===== src/rtl/parity_checker_stream_pkg.sv =====
// -----------------------------------------------------------------------------
// parity_pkg
// Shared definitions for the streaming parity checker:
//   PAR_EVEN / PAR_ODD : parity-sense encodings carried on odd_mode
//   state_t            : frame-tracking FSM encoding (ST_IDLE, ST_IN_FRAME)
//   parity_err()       : word check, 1 when data/parity disagree with the sense
// -----------------------------------------------------------------------------
package parity_pkg;

   localparam logic PAR_EVEN = 1'b0;
   localparam logic PAR_ODD  = 1'b1;

   typedef enum logic {
      ST_IDLE     = 1'b0,
      ST_IN_FRAME = 1'b1
   } state_t;

   // Data is passed zero-extended to 64 bits; the extra zeros do not change
   // the XOR reduction, so one function serves every legal DATA_W.
   function automatic logic parity_err(input logic [63:0] data,
                                       input logic        par,
                                       input logic        odd);
      logic sense;
      sense = (odd == PAR_ODD) ? PAR_ODD : PAR_EVEN;
      return (^data) ^ par ^ sense;
   endfunction

endpackage


===== src/rtl/parity_checker_stream_if.sv =====
// -----------------------------------------------------------------------------
// parity_checker_stream_if
// Bundles the observed receive stream and the checker results.
//   Stream : odd_mode, in_valid, in_data[DATA_W], in_parity, in_last
//   Control: clear_cnt
//   Results: out_valid, out_error, frame_valid, frame_error, frame_overrun,
//            err_count[CNT_W], err_sticky
// master = stream source / result consumer, slave = the checker.
// -----------------------------------------------------------------------------
interface parity_checker_stream_if #(
   parameter int DATA_W = 8,
   parameter int CNT_W  = 8
);
   logic              odd_mode;
   logic              in_valid;
   logic [DATA_W-1:0] in_data;
   logic              in_parity;
   logic              in_last;
   logic              clear_cnt;

   logic              out_valid;
   logic              out_error;
   logic              frame_valid;
   logic              frame_error;
   logic              frame_overrun;
   logic [CNT_W-1:0]  err_count;
   logic              err_sticky;

   modport master (
      output odd_mode, in_valid, in_data, in_parity, in_last, clear_cnt,
      input  out_valid, out_error, frame_valid, frame_error, frame_overrun,
             err_count, err_sticky
   );

   modport slave (
      input  odd_mode, in_valid, in_data, in_parity, in_last, clear_cnt,
      output out_valid, out_error, frame_valid, frame_error, frame_overrun,
             err_count, err_sticky
   );
endinterface


===== src/rtl/parity_checker_stream_word_check.sv =====
// -----------------------------------------------------------------------------
// parity_word_check
// Combinational single-word parity check, one per lane.
//   data : DATA_W-bit word
//   par  : received parity bit
//   odd  : parity sense (0 even, 1 odd)
//   err  : 1 when the word fails the check
// -----------------------------------------------------------------------------
module parity_word_check
   import parity_pkg::*;
#(
   parameter int DATA_W = 8
) (
   input  logic [DATA_W-1:0] data,
   input  logic              par,
   input  logic              odd,
   output logic              err
);
   logic [63:0] data_ext;

   assign data_ext = 64'(data);
   assign err      = parity_err(data_ext, par, odd);
endmodule


===== src/rtl/parity_checker_stream.sv =====
// -----------------------------------------------------------------------------
// parity_checker_stream
// Observe-only parity checker for a receive stream. Checks every valid word,
// aggregates word errors per frame (with forced close at MAX_FRAME beats when
// in_last never arrives) and keeps a saturating error counter plus sticky flag.
//   clk   : rising-edge clock
//   rst_n : synchronous active-low reset, clears all state and outputs
//   bus   : parity_checker_stream_if.slave (stream in, results out)
// All results are registered, one cycle after the beat that produced them.
// -----------------------------------------------------------------------------
module parity_checker_stream
   import parity_pkg::*;
#(
   parameter int DATA_W    = 8,
   parameter int MAX_FRAME = 16,
   parameter int CNT_W     = 8
) (
   input  logic                    clk,
   input  logic                    rst_n,
   parity_checker_stream_if.slave  bus
);
   localparam int BEAT_W = $clog2(MAX_FRAME + 1);

   // Counter saturates at all-ones instead of wrapping.
   function automatic logic [CNT_W-1:0] sat_inc(input logic [CNT_W-1:0] v);
      return (&v) ? v : v + 1'b1;
   endfunction

   logic              word_err;
   logic [BEAT_W-1:0] beat_next;
   logic              at_max;

   state_t            state;
   logic [BEAT_W-1:0] beat_cnt;
   logic              frame_acc;

   logic              vld_p1;
   logic              err_p1;
   logic              frame_vld_p1;
   logic              frame_err_p1;
   logic              frame_ovr_p1;
   logic [CNT_W-1:0]  err_cnt_p1;
   logic              sticky_p1;

   parity_word_check #(
      .DATA_W (DATA_W)
   ) u_word_check (
      .data (bus.in_data),
      .par  (bus.in_parity),
      .odd  (bus.odd_mode),
      .err  (word_err)
   );

   // The current beat would become beat number beat_next of the open frame.
   assign beat_next = beat_cnt + 1'b1;
   assign at_max    = (beat_next == BEAT_W'(MAX_FRAME));

   // ---- stage p0 -> p1: word result, frame tracking, error counter ----
   always_ff @(posedge clk) begin
      if (!rst_n) begin
         state        <= ST_IDLE;
         beat_cnt     <= '0;
         frame_acc    <= 1'b0;
         vld_p1       <= 1'b0;
         err_p1       <= 1'b0;
         frame_vld_p1 <= 1'b0;
         frame_err_p1 <= 1'b0;
         frame_ovr_p1 <= 1'b0;
         err_cnt_p1   <= '0;
         sticky_p1    <= 1'b0;
      end else begin
         vld_p1       <= bus.in_valid;
         err_p1       <= bus.in_valid & word_err;
         frame_vld_p1 <= 1'b0;
         frame_err_p1 <= 1'b0;
         frame_ovr_p1 <= 1'b0;

         if (bus.in_valid) begin
            case (state)
               ST_IDLE: begin
                  if (bus.in_last) begin
                     // Single-beat frame closes immediately.
                     frame_vld_p1 <= 1'b1;
                     frame_err_p1 <= word_err;
                  end else begin
                     state     <= ST_IN_FRAME;
                     beat_cnt  <= BEAT_W'(1);
                     frame_acc <= word_err;
                  end
               end
               ST_IN_FRAME: begin
                  if (bus.in_last) begin
                     frame_vld_p1 <= 1'b1;
                     frame_err_p1 <= frame_acc | word_err;
                     state        <= ST_IDLE;
                     beat_cnt     <= '0;
                     frame_acc    <= 1'b0;
                  end else if (at_max) begin
                     // Missing in_last: force-close; the next beat opens a new frame.
                     frame_vld_p1 <= 1'b1;
                     frame_err_p1 <= 1'b1;
                     frame_ovr_p1 <= 1'b1;
                     state        <= ST_IDLE;
                     beat_cnt     <= '0;
                     frame_acc    <= 1'b0;
                  end else begin
                     beat_cnt  <= beat_next;
                     frame_acc <= frame_acc | word_err;
                  end
               end
               default: begin
                  state <= ST_IDLE;
               end
            endcase
         end

         // clear_cnt wins over a coincident erroring beat.
         if (bus.clear_cnt) begin
            err_cnt_p1 <= '0;
            sticky_p1  <= 1'b0;
         end else if (bus.in_valid && word_err) begin
            err_cnt_p1 <= sat_inc(err_cnt_p1);
            sticky_p1  <= 1'b1;
         end
      end
   end

   assign bus.out_valid     = vld_p1;
   assign bus.out_error     = err_p1;
   assign bus.frame_valid   = frame_vld_p1;
   assign bus.frame_error   = frame_err_p1;
   assign bus.frame_overrun = frame_ovr_p1;
   assign bus.err_count     = err_cnt_p1;
   assign bus.err_sticky    = sticky_p1;
endmodule

===== src/flat_wrapper.sv =====
// flat-port wrapper written by rule: the top's interface ports become plain ports
module parity_checker_stream_flat import parity_pkg::*;
#(
   parameter int DATA_W    = 8,
   parameter int MAX_FRAME = 16,
   parameter int CNT_W     = 8
)
  (clk, rst_n, bus_odd_mode, bus_in_valid, bus_in_data, bus_in_parity, bus_in_last, bus_clear_cnt, bus_out_valid, bus_out_error, bus_frame_valid, bus_frame_error, bus_frame_overrun, bus_err_count, bus_err_sticky);
  parity_checker_stream_if #(.DATA_W(DATA_W), .CNT_W(CNT_W)) bus_i ();
  input  logic clk;
  input  logic rst_n;
  input wire logic [$bits(bus_i.odd_mode)-1:0] bus_odd_mode;
  input wire logic [$bits(bus_i.in_valid)-1:0] bus_in_valid;
  input wire logic [$bits(bus_i.in_data)-1:0] bus_in_data;
  input wire logic [$bits(bus_i.in_parity)-1:0] bus_in_parity;
  input wire logic [$bits(bus_i.in_last)-1:0] bus_in_last;
  input wire logic [$bits(bus_i.clear_cnt)-1:0] bus_clear_cnt;
  output wire logic [$bits(bus_i.out_valid)-1:0] bus_out_valid;
  output wire logic [$bits(bus_i.out_error)-1:0] bus_out_error;
  output wire logic [$bits(bus_i.frame_valid)-1:0] bus_frame_valid;
  output wire logic [$bits(bus_i.frame_error)-1:0] bus_frame_error;
  output wire logic [$bits(bus_i.frame_overrun)-1:0] bus_frame_overrun;
  output wire logic [$bits(bus_i.err_count)-1:0] bus_err_count;
  output wire logic [$bits(bus_i.err_sticky)-1:0] bus_err_sticky;
  assign bus_i.odd_mode = bus_odd_mode;
  assign bus_i.in_valid = bus_in_valid;
  assign bus_i.in_data = bus_in_data;
  assign bus_i.in_parity = bus_in_parity;
  assign bus_i.in_last = bus_in_last;
  assign bus_i.clear_cnt = bus_clear_cnt;
  assign bus_out_valid = bus_i.out_valid;
  assign bus_out_error = bus_i.out_error;
  assign bus_frame_valid = bus_i.frame_valid;
  assign bus_frame_error = bus_i.frame_error;
  assign bus_frame_overrun = bus_i.frame_overrun;
  assign bus_err_count = bus_i.err_count;
  assign bus_err_sticky = bus_i.err_sticky;
  parity_checker_stream #(.DATA_W(DATA_W), .MAX_FRAME(MAX_FRAME), .CNT_W(CNT_W)) u_core (.clk(clk), .rst_n(rst_n), .bus(bus_i));
endmodule

===== config.mk =====
export PLATFORM = sky130hd
export DESIGN_NAME = parity_checker_stream_flat
export DESIGN_NICKNAME = d
export VERILOG_FILES = /design/src/rtl/parity_checker_stream_pkg.sv /design/src/rtl/parity_checker_stream_if.sv /design/src/rtl/parity_checker_stream_word_check.sv /design/src/rtl/parity_checker_stream.sv /design/src/flat_wrapper.sv
export SDC_FILE = /design/constraint.sdc
export NUM_CORES = 1
export LEC_CHECK = 0
export CELL_PAD_IN_SITES_DETAIL_PLACEMENT = 0
export CELL_PAD_IN_SITES_GLOBAL_PLACEMENT = 1
export CORE_UTILIZATION = 25
export DETAILED_ROUTE_END_ITERATION = 8
export GPL_TIMING_DRIVEN = 0
export PLACE_DENSITY = 0.63
export SYNTH_ARGS = -nofsm -noshare
export SYNTH_HDL_FRONTEND = slang
export SYNTH_HIERARCHICAL = 1
export SYNTH_SLANG_ARGS = --single-unit

===== constraint.sdc =====
create_clock -name clk -period 2.2 [get_ports clk]
set_clock_uncertainty 0.1 [all_clocks]
set_input_delay 0.22 -clock clk [delete_from_list [all_inputs] [get_ports clk]]
set_output_delay 0.22 -clock clk [all_outputs]
set_load 0.01 [all_outputs]

==> results.json <==
{
  "dieWidth_um": 67.8,
  "h-tree-depth": 1,
  "cts_tree": "built",
  "netlist.area_leader.share": 0.389,
  "p_per_area_nw_per_um2": 595,
  "yosys_warnings": 6,
  "grt_use_met3": 0.0135,
  "num_vias": 977,
  "whs_ns": 0.286,
  "routedWlPerCell_um": 11.5,
  "synth_area_leaders": "dfxtp_1 39%, xnor2_1 5.7%, nor2_1 4.2%",
  "outcome": "finished clean",
  "areaGrowthSynthToFinish_pct": 39.1,
  "crit_type": "primary input to flip-flop",
  "crit_chain": "clkdlybuf4s50_1, xnor2_2, xnor3_1, xnor2_2, nand4_1, a211oi_2, xnor2_1, nor2_1",
  "via_per_inst": 4.74,
  "fill_cells": 430,
  "portBuffers": 27,
  "grt-ovfl-total": 0,
  "final_area_um2": 1500,
  "drc": 0,
  "cap_violations": 0,
  "period_share": 0.947,
  "grt_max_degree": 12,
  "min_period_ns": 2.08,
  "critPathLaunchType": "primary input",
  "cp_common_cell": "xnor2_2",
  "path_max_fanout": 4,
  "p_leak_nw": 0.614,
  "ys_async_sr_fraction": 0,
  "synth-edff-count": 0,
  "layout-drive-gt1-share": 0.115,
  "slowest_stage": "clkdlybuf4s50_1",
  "synth-seq-cells": 21,
  "num_antenna_cells": 0,
  "yosysUniqueCellTypes": 41,
  "timing.rr.end": "u_core/bus.err_count[4]",
  "avgSynthCellArea_um2": 8.86,
  "syn_nets": 139,
  "worstSkewPairLatency_ns": 0.25,
  "worst_pin_slew_ns": 0.454,
  "rr_worst_depth": 5,
  "die_y_um": 67.8,
  "r2r_start": "u_core/bus.err_count[0]",
  "use_met1": 0.143,
  "rows": 23,
  "use_met2": 0.178,
  "synth_area_leader_cell": "dfxtp_1",
  "slowest_delay_ns": 0.50,
  "worstPathBufferInverterCount": 1,
  "place_ws_ns": -0.460,
  "slew_violations": 0,
  "clock_tree.buffer_depth": 2,
  "gp_congestion": 0.786,
  "dpl-instance-area_um2": 1410,
  "hp-class": "primary input to flip-flop",
  "crit_path_end_kind": "flip-flop",
  "setup_viol": 0,
  "nets": 174,
  "core_um2": 4090,
  "first_global_vias": 884,
  "cp.arrival_ns": 2.12,
  "syn-cell-area_um2": 1080,
  "cts.sinks": 21,
  "critPathTopFamily": "XOR/XNOR gates",
  "crit_start": "bus_in_data[3]",
  "wirelength_mm": 2.36,
  "track_usage": 0.110,
  "rrSetupSlack_ns": 0.69,
  "setup_slack_ns": 0.117,
  "clk_pin_slew_ns": 0.08,
  "max_freq_mhz": 480,
  "dr.first_iter.drc_count": 41,
  "cts_buffers": 3,
  "dp_hpwl_mm": 1.77,
  "grt_first_pass_wirelength_mm": 3.85,
  "dieArea_um2": 4590,
  "gr-max-usage-layer": "met2",
  "ir_drop_mv": 0.218,
  "ys_seq_area_frac": 0.389,
  "final_hold_viol_count": 0,
  "slew_headroom": 0.698,
  "root_buffer": "clkbuf_8",
  "rsz0062_at_grt": "no",
  "synthFlopType": "dfxtp_1",
  "crit_cells": 8,
  "drtPass1Iterations": 4,
  "endpoint": "u_core/bus.err_count[4]",
  "ant_nets": 0,
  "start_util": 0.265,
  "post-route-util": 0.368,
  "ioPinCount": 29,
  "synthCells": 122,
  "cp.required_ns": 2.23,
  "antenna_found_initial": 0
}
[through the flow]
stage / TNS, ns / cells / total power, mW
floorplan: 0 / 122 / 0.538
global placement: -2.59 / 199 / 0.608
detailed placement: -2.68 / 199 / 0.610
CTS: 0 / 207 / 0.914
global route: 0 / 206 / 0.944
finish: 0 / 206 / 0.895
[layout by cell type (no fill, tap or decap), types with 2 or more instances in the layout]
cell,Yosys,final
nand3_1,5,4
nor2_1,12,12
nand2b_1,4,4
nand4_1,4,4
clkbuf_8,0,3
and3_2,2,2
xnor2_2,1,2
dlymetal6s2s_1,0,3
dfxtp_1,21,21
o211a_1,3,3
clkbuf_1,4,5
nor3_1,5,5
ha_1,2,2
o2bb2ai_1,2,2
xnor2_1,7,6
buf_4,0,4
o21ai_0,2,2
mux2i_1,3,3
clkdlybuf4s50_1,0,23
nand2_1,8,8
a21oi_1,7,7
inv_1,5,5
[per-layer routing]
layer,vias up,part of all wire
li1,503,-
met1,448,0.48
met2,24,0.46
met3,2,0.046
met4,0,0.011
met5,-,0
[how the worst min path moves through the flow]
stage,to,slack (ns),cells past startpoint,startpoint
floorplan,u_core/bus.frame_error,0.27,2,bus_in_last
global placement,u_core/bus.err_sticky,0.35,2,u_core/bus.err_sticky
detailed placement,u_core/bus.err_sticky,0.36,2,u_core/bus.err_sticky
CTS,u_core/state,0.27,2,rst_n
global route,u_core/state,0.29,2,rst_n
finish,u_core/state,0.29,2,rst_n
[cells in the mapped netlist, drive strengths merged (3+ instances only)]
| library cell | count |
|---|---|
| dfxtp | 21 |
| nor2 | 12 |
| nand2 | 9 |
| xnor2 | 8 |
| a21oi | 7 |
| inv | 5 |
| nand3 | 5 |
| nor3 | 5 |
| clkbuf | 4 |
| nand2b | 4 |
| nand4 | 4 |
| and3 | 3 |
| mux2i | 3 |
| o211a | 3 |
| o21ai | 3 |
[sequential cells by signal (all words and copies together), names as in the netlist]
| name | count |
|---|---|
| u_core/bus.err_sticky | 1 |
| u_core/bus.out_valid | 1 |
| u_core/bus.frame_error | 1 |
| u_core/bus.frame_valid | 1 |
| u_core/bus.out_error | 1 |
| u_core/bus.frame_overrun | 1 |
| u_core/bus.err_count | 8 |
| u_core/frame_acc | 1 |
| u_core/beat_cnt | 5 |
| u_core/state | 1 |
[final cells by class]
cell class                 count  area, um^2  area share
buffer                         5        20.0      0.0133
tap                           50        62.6      0.0416
multi-input combinational     90         631       0.419
timing repair buffer          31         307       0.204
sequential                    21         420       0.280
inverter                       5        18.8      0.0125
clock buffer                   4        45.0      0.0300
[power by group]
part	leakage, nW	switching, mW	internal, mW
combinational	0.420	0.101	0.138
clock	0.0228	0.122	0.129
sequential	0.171	0.00879	0.396
total	0.614	0.232	0.663
[logic make-up after synthesis]
logic type / share of synthesized area
muxes: 0.0278
DFF: 0.389
adders and majority gates: 0.0231
and+or+nand+nor: 0.233
buffers and inverters: 0.0463
xor gates and xnor gates: 0.101
AOI/OAI and AO/OA: 0.181
[what timing repair did]
item                                    CTS  global route
gates cloned                              0             0
setup buffers                             4             0
endpoints found under the setup margin    5             5
gates resized for setup                   3             5
hold buffers                              0             0
pin swaps                                 5             9
hold endpoints to repair                  0             0
Note: power is estimated with default switching activity, not from simulation.
